<file path="config.mk">
export PLATFORM = sky130hd
export DESIGN_NAME = img_loader
export DESIGN_NICKNAME = d
export VERILOG_FILES = /design/src/rtl/img_loader.sv
export SDC_FILE = /design/constraint.sdc
export NUM_CORES = 1
export LEC_CHECK = 0
export CAP_MARGIN = 20
export CORE_MARGIN = 2
export CORE_UTILIZATION = 52
export DETAILED_ROUTE_END_ITERATION = 8
export GPL_TIMING_DRIVEN = 0
export PLACE_DENSITY = 0.83
export RECOVER_POWER = 25
export SLEW_MARGIN = 20
export SYNTH_ARGS = -nofsm -noshare
export SYNTH_HDL_FRONTEND = slang
export SYNTH_SLANG_ARGS = --single-unit
</file>
<file path="constraint.sdc">
create_clock -name clk -period 1.99 [get_ports clk]
set_clock_uncertainty 0.1 [all_clocks]
set_input_delay 0.199 -clock clk [delete_from_list [all_inputs] [get_ports clk]]
set_output_delay 0.199 -clock clk [all_outputs]
set_load 0.02 [all_outputs]
</file>
<file path="src/rtl/img_loader.sv">
// img_loader: packs a stream of UART bytes into 24-bit words, MSB first, and
// writes one word per three accepted bytes into an image RAM until the frame
// (2**RAM_ADDR_BITS words) is full.
//
// Optional feature macro: IMG_LOADER_CHECKSUM_EN
//   When defined, every accepted frame byte is XOR-folded into a checksum.
//   After the last word the loader waits in CHECK for one more byte and
//   compares it against the checksum. The chk_err output holds the result.
//
// state | meaning
// ------+---------------------------------------------------------------
// IDLE  | waiting for start; rx bytes ignored
// LOAD  | accepting bytes, writing one word per three bytes
// CHECK | frame written, waiting for the checksum byte (macro builds only)
// DONE  | frame complete; rx bytes ignored, start reloads from address 0
module img_loader #(
  parameter int RAM_WIDTH     = 24,
  parameter int RAM_ADDR_BITS = 10
) (
  input  logic                     clk,
  input  logic                     rst_n,
  input  logic                     start,
  input  logic                     abort,
  input  logic [7:0]               rx_data,
  input  logic                     rx_valid,
  output logic                     mem_we,
  output logic [RAM_ADDR_BITS-1:0] mem_addr,
  output logic [RAM_WIDTH-1:0]     mem_di,
  output logic                     busy,
  output logic                     done
`ifdef IMG_LOADER_CHECKSUM_EN
  ,
  output logic                     chk_err
`endif
);

`ifdef IMG_LOADER_CHECKSUM_EN
  typedef enum logic [1:0] {S_IDLE, S_LOAD, S_CHECK, S_DONE} state_t;
`else
  typedef enum logic [1:0] {S_IDLE, S_LOAD, S_DONE} state_t;
`endif

  localparam logic [RAM_ADDR_BITS-1:0] LAST_ADDR = '1;

  state_t                   state;
  logic [1:0]               byte_cnt;
  logic [7:0]               byte0;
  logic [7:0]               byte1;
  logic [RAM_ADDR_BITS-1:0] word_addr;
`ifdef IMG_LOADER_CHECKSUM_EN
  logic [7:0]               checksum;
`endif

  // Loader FSM: byte packing, word writes and all registered outputs.
  // mem_addr/mem_di only change on a write, so they stay stable while
  // mem_we is low; word_addr is the internal next-write pointer.
  always_ff @(posedge clk or negedge rst_n) begin
    if (!rst_n) begin
      state     <= S_IDLE;
      byte_cnt  <= 2'd0;
      byte0     <= 8'd0;
      byte1     <= 8'd0;
      word_addr <= '0;
      mem_we    <= 1'b0;
      mem_addr  <= '0;
      mem_di    <= '0;
      busy      <= 1'b0;
      done      <= 1'b0;
`ifdef IMG_LOADER_CHECKSUM_EN
      checksum  <= 8'd0;
      chk_err   <= 1'b0;
`endif
    end else begin
      mem_we <= 1'b0;
      case (state)
        S_IDLE, S_DONE: begin
          if (start) begin
            state     <= S_LOAD;
            busy      <= 1'b1;
            done      <= 1'b0;
            byte_cnt  <= 2'd0;
            word_addr <= '0;
`ifdef IMG_LOADER_CHECKSUM_EN
            checksum  <= 8'd0;
            chk_err   <= 1'b0;
`endif
          end
        end
        S_LOAD: begin
          if (abort) begin
            state    <= S_IDLE;
            busy     <= 1'b0;
            byte_cnt <= 2'd0;
          end else if (rx_valid) begin
`ifdef IMG_LOADER_CHECKSUM_EN
            checksum <= checksum ^ rx_data;
`endif
            case (byte_cnt)
              2'd0: begin
                byte0    <= rx_data;
                byte_cnt <= 2'd1;
              end
              2'd1: begin
                byte1    <= rx_data;
                byte_cnt <= 2'd2;
              end
              default: begin
                mem_we   <= 1'b1;
                mem_addr <= word_addr;
                mem_di   <= {byte0, byte1, rx_data};
                byte_cnt <= 2'd0;
                if (word_addr == LAST_ADDR) begin
                  // last word: leave LOAD without wrapping the address
`ifdef IMG_LOADER_CHECKSUM_EN
                  state <= S_CHECK;
`else
                  state <= S_DONE;
                  busy  <= 1'b0;
                  done  <= 1'b1;
`endif
                end else begin
                  word_addr <= word_addr + 1'b1;
                end
              end
            endcase
          end
        end
`ifdef IMG_LOADER_CHECKSUM_EN
        S_CHECK: begin
          if (abort) begin
            state <= S_IDLE;
            busy  <= 1'b0;
          end else if (rx_valid) begin
            chk_err <= (rx_data != checksum);
            state   <= S_DONE;
            busy    <= 1'b0;
            done    <= 1'b1;
          end
        end
`endif
        default: begin
          state <= S_IDLE;
          busy  <= 1'b0;
          done  <= 1'b0;
        end
      endcase
    end
  end

endmodule

</file>
---- Word level (Yosys, flattened, before mapping) ----
Cells that the tools add are included.
cells by class
  add/sub/neg operators ................... 1
  eq/ne operators ......................... 13
  muxes and demuxes ....................... 33
  bitwise gates (word level) .............. 2
  reductions and logical operators ........ 12
operators by type and width
  kind                                            count
  two-way mux 10 bit                              5
  case mux 10 bit (2 select lines)                1
  two-way mux 2 bit                               8
  AND reduction 4 bit                             4
  two-way mux 1 bit                               14
  != test 2 bit (second input constant)           6
  case mux 2 bit (2 select lines)                 3
  adder 10 x 1 -> 10 bit (second input constant)  1
  == test 10 bit (second input constant)          1
  != test 3 bit (second input constant)           3
  AND reduction 6 bit                             1
  AND reduction 5 bit                             1
  == test 2 x 1 -> 1 bit (second input constant)  2
  zero test 2 bit                                 2
  case mux 1 bit (2 select lines)                 2
  OR reduction 2 bit                              2
  AND reduction 3 bit                             1
  == test 2 bit (second input constant)           1
  NOT 1 bit                                       2
  nonzero test 2 bit                              1
word-level totals
  register bits after elaboration ......... 67
  input port bits ......................... 13
  output and inout bits ................... 37
  logic and storage cells ................. 71

---- Logic depth before layout (Yosys ltp) ----
Gate-level depths: netlist of the first run.
  word-level depth ........................ 6
  gate-level depth with buffers ........... 7
  depth with buffers taken out ............ 5

---- Least setup slack after synthesis of the first run ----
OpenSTA, ideal clock, no wires.
  kind .................................... register to register
  start point ............................. register word_addr[0]
  end point ............................... register word_addr[2]
  library setup time ...................... 0.099 ns
  data arrival time ....................... 1.544 ns
  data required time ...................... 1.791 ns
  path slack .............................. 0.247 ns
  cell stages (with the launch flop) ...... 7
  buffers on the path ..................... 1
  period minus slack after synthesis ...... 1.743 ns
  path through ............................ dfrtp_1 -> ha_1 -> and4_1 -> nand4_2 -> and2_1 -> buf_2 -> a311oi_1
between the ends
  cells in the longest elaborated chain, start to end .. 6
  elaborated cells between the ends (all ways) .. 9
  those cells by class .................... add/sub: 1; eq/ne: 2; mux: 5; reduce/logical: 1
RTL lines
  element                           line  source
  start, declared                   49    logic [RAM_ADDR_BITS-1:0] word_addr;
  start signal, assigned            122   word_addr <= word_addr + 1'b1;
  adder 10 x 1 -> 10 bit            122
  two-way mux 10 bit                112   if (word_addr == LAST_ADDR) begin
  two-way mux 10 bit                98    case (byte_cnt)
  two-way mux 10 bit                94    end else if (rx_valid) begin
  two-way mux 10 bit                90    if (abort) begin
  case mux 10 bit (2 select lines)  75    case (state)
Several ways; a longest one is shown, not always the timed one. The select of a mux whose other input is x is not followed.
A chain may end at the register's enable or synchronous reset.

---- Worst setup path in the final report of the first run ----
  start point ............................. register state[1]
  end point ............................... register byte1[4]
between the ends
  cells in the longest elaborated chain, start to end .. 2
RTL lines
  element                        line  source
  start, declared                45    state_t state;
  start signal, assigned         59    state <= S_IDLE;
  start signal, assigned         78    state <= S_LOAD;
  start signal, assigned         91    state <= S_IDLE;
  == test 2 x 1 -> 1 bit         75
  AND reduction 4 bit (no line)  --
  end signal, assigned           104   byte1 <= rx_data;
  end, declared                  48    logic [7:0] byte1;
Every way passes these cells.

==> results.cfg, run 1 <==
[worst_setup_path]
cpLargestDelayFamily = simple AND/OR/NAND/NOR gates
cp_max_fo = 8
cp.arrival_ns = 2.04
critPathRequiredTime_ns = 2.11
timing.critical_path.from = state[1]
max_stage_delay_ns = 0.43
timing.rr.end = byte1[4]
worst-path-buf-inv = 1
crit_end = byte1[4]
critPathCaptureType = flip-flop
critPathKind = reg2reg
ff2ff_setup_slack_ns = 0.06
critPathLaunchType = flip-flop
critPathSlowestCell = dfrtp_1
cp_cell_sequence = nand2b_1 > buf_2 > nor2_4 > nand4b_2 > mux2_2
regToRegStartpoint = state[1]
rr_worst_depth = 5
path_depth = 5

[yosys]
yosysUniqueCellTypes = 42
netlist_top_cells_area = dfrtp_1 (59%), mux2_2 (20%), mux2i_1 (2.1%), nand2_1 (1.3%), buf_2 (1.1%)
syn_nets = 215
synth_xor_area_frac = 0
yosys.area_share.simple = 0.0981
ys_ff_latch = 67
seq_area_frac_synth = 0.592
avgSynthCellArea_sq_um = 14.1
yosys.area.top_type = dfrtp_1
synth_top_area_share = 0.592
yosys_warnings = 0
synth_top_family_by_area = multiplexers
synth_area_sq_um = 2830
netlist_instances = 201
synthAdderAreaFrac = 0.00442
synth_compound_area_frac = 0.0584
synth_mux_area_frac = 0.224

[die]
die_x_um = 77.8
rows = 26
die_area_sq_um = 6050
start_util = 0.547
core_sq_um = 5170
die_h_um = 77.8
io_pins = 50

[sta]
fmax_mhz = 519
finalMaxSlewViolations = 0
timing.final.crit_share = 0.967
finalHoldViolCount = 0
fin_crit_ns = 1.93
finalSetupViolCount = 0
rsz0062_at_grt = true
tightestPinTransition_ns = 0.711
slew_headroom = 0.526
whs_ns = 0.231

[final_layout]
final-seq-area_sq_um = 1680
n_antenna_cell = 0
multiInputGateArea_sq_um = 1110
fill_cells = 364
post_route_cells_drive_above_1_share = 0.342
syn_to_final_growth_pct = 29.0
nets = 278
design_area_sq_um = 3650

[power_and_ir_drop]
power.density_nw_per_um2 = 1030
ir_drop_mv = 0.650
p_leak_nw = 1.70

[cts]
cts_tree = yes
clk_latency_ns = 0.34
cts_htree_levels = 3
cts_buffer_depth = 2
cts_buffers = 9
clk_pin_slew_ns = 0.07
cts.sinks = 67
cts_root_buf = clkbuf_8

[placed_design]
place_area_sq_um = 3420
hpwl_mm = 3.64
place_congestion = 0.770
io_buffers = 48

[detailed_routing]
wl_mm = 5.27
routedWlPerCell_um = 15.5
vias = 1846
drc = 0
first_iter_violations = 101
via_per_inst = 5.45
first_pass_iters = 4
antenna_left = 0

[global_routing]
antenna_found_initial = 0
grt_max_degree = 39
grt_pass1_vias = 1882
grt_pass1_wl_mm = 9.02
track_usage = 0.194
grt_overflow_total = 0

[run_status]
status = finished clean

[worst_hold_path]
hp-class = in2reg

[run]
maxCapViolCount = 0
[how the worst min path moves through the flow]
stage                        start     endpoint  slack, ns  cells after the start
final                     rx_valid  byte_cnt[0]       0.23                      3
after global routing      rx_valid  byte_cnt[0]       0.22                      3
after CTS                 rx_valid  byte_cnt[0]       0.21                      3
after detailed placement     rst_n    mem_di[8]       0.05                      1
after global placement    byte1[7]   mem_di[15]       0.38                      1
after floorplan              rst_n         busy      -0.20                      0
[report_power, final]
part           switching [mW]  internal (mW)  total [mW]
sequential              0.156           1.65        1.80
clock                   0.511          0.612        1.12
combinational           0.368          0.449       0.817
total                    1.03           2.71        3.74
[state kept, by name, indices dropped and copies added (netlist names)]
register and count:
byte_cnt 2, byte1 8, word_addr 10, byte0 8, mem_di 24, done 1, mem_we 1, state 2
mem_addr 10, busy 1
[cell usage in the layout, fill, tap and decap left out, types with 2 or more instances in the layout]
cell             synthesis  routed
nor2b_1                  2       2
o31ai_1                  2       2
a31oi_1                  3       3
mux2i_1                  6       6
clkinv_2                 0       2
dfrtp_1                 67      66
buf_4                    2       6
nor2_1                   4       4
inv_1                    3       3
o22ai_1                  3       3
clkbuf_8                 0      10
mux2_2                  51      51
clkbuf_1                 2       2
nor3_1                   2       2
a211oi_1                 2       2
buf_2                    6       4
clkinvlp_4               0       2
nand2b_1                 4       4
and4_1                   3       2
nand2_1                 10      10
nand3_1                  4       3
a32o_1                   2       2
clkdlybuf4s50_1          0      47
[cell families after synthesis]
group,count (synthesis)
AND/OR/NAND/NOR,42
AO/OA/AOI/OAI,21
multiplexers,57
flip-flops,67
adder cells (fa/ha/maj),1
buffers and inverters,13
[metrics by stage]
step           std cells  worst slack, ns  utilization  power [mW]  TNS (ns)
5_1_grt              339          -0.0156        0.706        3.92   -0.0224
2_1_floorplan        201            0.247            -        2.28         0
4_1_cts              337          0.00619        0.701        3.78         0
3_3_place_gp         319            -1.51        0.657        2.60   -101.09
3_5_place_dp         320          -0.0818        0.660        2.65    -0.442
6_report             339           0.0647        0.706        3.74         0
[cells in the mapped netlist]
library cell  number
dfrtp_1           67
mux2_2            51
nand2_1           10
buf_2              6
mux2i_1            6
nand2b_1           4
nand3_1            4
nor2_1             4
a31oi_1            3
and4_1             3
inv_1              3
o22ai_1            3
a211oi_1           2
a32o_1             2
buf_4              2
clkbuf_1           2
nor2b_1            2
nor3_1             2
o31ai_1            2
a211oi_2           1
a21o_1             1
a21oi_1            1
a311oi_1           1
a41oi_1            1
and2_1             1
and3_1             1
and4bb_2           1
ha_1               1
nand3_4            1
nand4_1            1
nand4_2            1
nand4b_1           1
nand4b_2           1
nor2_2             1
nor2_4             1
nor3b_1            1
nor3b_2            1
o211a_1            1
o21a_1             1
o21a_2             1
o221ai_1           1
or3b_1             1
[worst register-to-register path: stages, from the launching register on]
cell	delay (ns)
dfrtp_1	0.43
nand2b_1	0.15
buf_2	0.18
nor2_4	0.20
nand4b_2	0.36
mux2_2	0.40
[routing by layer]
metal / global-route usage / routed length (um)
met3: 0.0407 / 148
met1: 0.255 / 2390
met4: 0.0911 / 107
met5: 0 / 0
met2: 0.307 / 2620
[layout make-up]
type,instances,area share
buffer,10,0.0158
clock buffer,10,0.0377
timing repair buffer,52,0.139
tap,70,0.0240
inverter,3,0.00308
sequential,67,0.460
multi-input combinational,121,0.303
clock inverter,6,0.0175
[repair_timing]
action | CTS | global route
hold buffers | 1 | 0
hold endpoints to repair | 29 | 0
setup buffers | 0 | 2
resized for setup | 0 | 9
setup endpoints to repair | 0 | 32
(Power assumes the default switching activity.)
==> inputs of run 2 (changes only) <==
Settings changed: CTS_BUF_LIST from default to sky130_fd_sc_hd__clkbuf_8 sky130_fd_sc_hd__clkbuf_16.
==> results of run 2 <==
The final DEF is identical to that of run 1; final timing and power are the same.
==> inputs of run 3 (changes only) <==
Settings changed: CORE_MARGIN 2 to default, CORE_UTILIZATION 52 to 47, PLACE_DENSITY 0.83 to 0.76.
==> results.cfg, run 3 (synthesis gave the netlist of run 1 again) <==
[power_and_ir_drop]
power.density_nw_per_um2 = 1060
ir_drop_mv = 0.586
seqPwrFrac = 0.464
p_sw_mw = 1.03
p_clk_frac = 0.327
pwr-share-comb = 0.209
p_leak_nw = 1.71
sw_frac_of_total = 0.264
internal_power_mw = 2.87

[cts]
cts_tree = yes
cts_buffer_depth = 2
cts_setup_buffers = 0
cts_buffers = 9
clk_latency_ns = 0.34
cts_root_buf = clkbuf_8
clk_pin_slew_ns = 0.07
cts_htree_levels = 3
cts.sinks = 67

[sta]
tightestPinTransition_ns = 0.985
fin_crit_ns = 1.90
finalSetupViolCount = 0
slew_headroom = 0.343
finalHoldViolCount = 0
whs_ns = 0.231
finalMaxSlewViolations = 0
timing.final.crit_share = 0.955
setup_slack_ns = 0.0890
rsz0062_at_grt = false
fmax_mhz = 526

[global_routing]
grt_pass1_wl_mm = 8.92
grt_max_degree = 53
antenna_found_initial = 0
grt_pass1_vias = 1901
grt_overflow_total = 0
track_usage = 0.190

[detailed_routing]
first_pass_iters = 4
antenna_left = 0
drc = 0
wl_mm = 5.23
first_iter_violations = 131
via_per_inst = 5.49
vias = 1856
routedWlPerCell_um = 15.5

[die]
die_h_um = 79.6
start_util = 0.502
core_sq_um = 5640
die_x_um = 79.6
io_pins = 50
die_area_sq_um = 6340
rows = 27

[worst_setup_path]
cp_max_fo = 10
critPathSlowestCell = dfrtp_1
critPathCaptureType = flip-flop
critPathLaunchType = flip-flop
critPathRequiredTime_ns = 2.11
rr_worst_depth = 7
max_stage_delay_ns = 0.37
critPathKind = reg2reg
cp_cell_sequence = buf_4 > nand2b_1 > buf_2 > nor2_4 > nand3_4 > buf_2 > mux2_2
cpMostUsedCell = buf_2
cp.arrival_ns = 2.02

[final_layout]
fin_util = 0.652
largest_register_ff_count = 24
mostFrequentLayoutCell = dfrtp_1
nets = 275
regMostFlops = mem_di
final_cell_mix = dfrtp_1 (66), mux2_2 (51), clkdlybuf4s50_1 (47), clkbuf_8 (11), nand2_1 (10)
post_route_cells_drive_above_1_share = 0.331
syn_to_final_growth_pct = 30.1
finalNonFillerCells = 338
n_antenna_cell = 0
fill_cells = 417
top_regs = mem_di x24, mem_addr x10, word_addr x10

[placed_design]
hpwl_mm = 3.59
pre_cts_slack_ns = -0.132
place_congestion = 0.835
dp_cells = 322
io_buffers = 48

[worst_hold_path]
min_path_cells = 3
hp-class = in2reg

[run]
maxCapViolCount = 0

[run_status]
status = finished clean
## run 3: final timing paths
path / start / to / slack, ns
max in group asynchronous: rst_n / word_addr[0] / 0.56
min in group asynchronous: rst_n / mem_di[4] / 0.45
worst max-delay path: state[0] / mem_addr[0] / 0.09
worst max register to register: state[0] / mem_addr[0] / 0.09
worst min-delay path: rx_valid / byte_cnt[0] / 0.23
worst min register to register: byte0[7] / byte0[7] / 0.40
## run 3: worst max-delay path: cells and delay by family (launching register included)
family / cells / cell delay (ns)
simple gates: 3 / 0.30
buf+inv: 3 / 0.65
mux: 1 / 0.36
flops: 1 / 0.37
## run 3: power groups by stage
stage / combinational (mW) / clock, mW / sequential, mW
6_report: 0.814 / 1.27 / 1.81
5_1_grt: 0.871 / 1.36 / 1.85
4_1_cts: 0.828 / 1.29 / 1.80
3_5_place_dp: 0.820 / 0 / 1.83
3_3_place_gp: 0.791 / 0 / 1.82
2_1_floorplan: 0.354 / 0 / 1.92
## run 3: final cells by class
class | instances | area (sq um) | share of cell area
plain buffers | 9 | 53.8 | 0.0146
clock inverters | 5 | 76.3 | 0.0207
clock buffers | 11 | 151 | 0.0411
multi-input cells | 121 | 1110 | 0.301
repair buffers | 50 | 512 | 0.139
flip-flops and latches | 67 | 1680 | 0.456
well taps | 72 | 90.1 | 0.0245
inverters | 3 | 11.3 | 0.00306
## run 3: what timing repair did
action / 4_1_cts / 5_1_grt
endpoints found under the hold margin: 67 / 0
cloned: 0 / 0
setup endpoints to repair: 1 / 21
hold buffers: 1 / 0
gates resized for setup: 1 / 7
## run 3: stage by stage
step	cell area, sq um	power, mW	setup TNS (ns)
after detailed placement	3430	2.65	-0.943
after global routing	3680	4.08	0
after CTS	3670	3.92	0
final	3680	3.89	0
after floorplan	2830	2.28	0
after global placement	3400	2.61	-104.28
## run 3: routing by layer
layer / wire (um) / GRT usage
met1: 2470 / 0.253
met2: 2430 / 0.284
met3: 188 / 0.0309
met4: 145 / 0.127
met5: 0 / 0
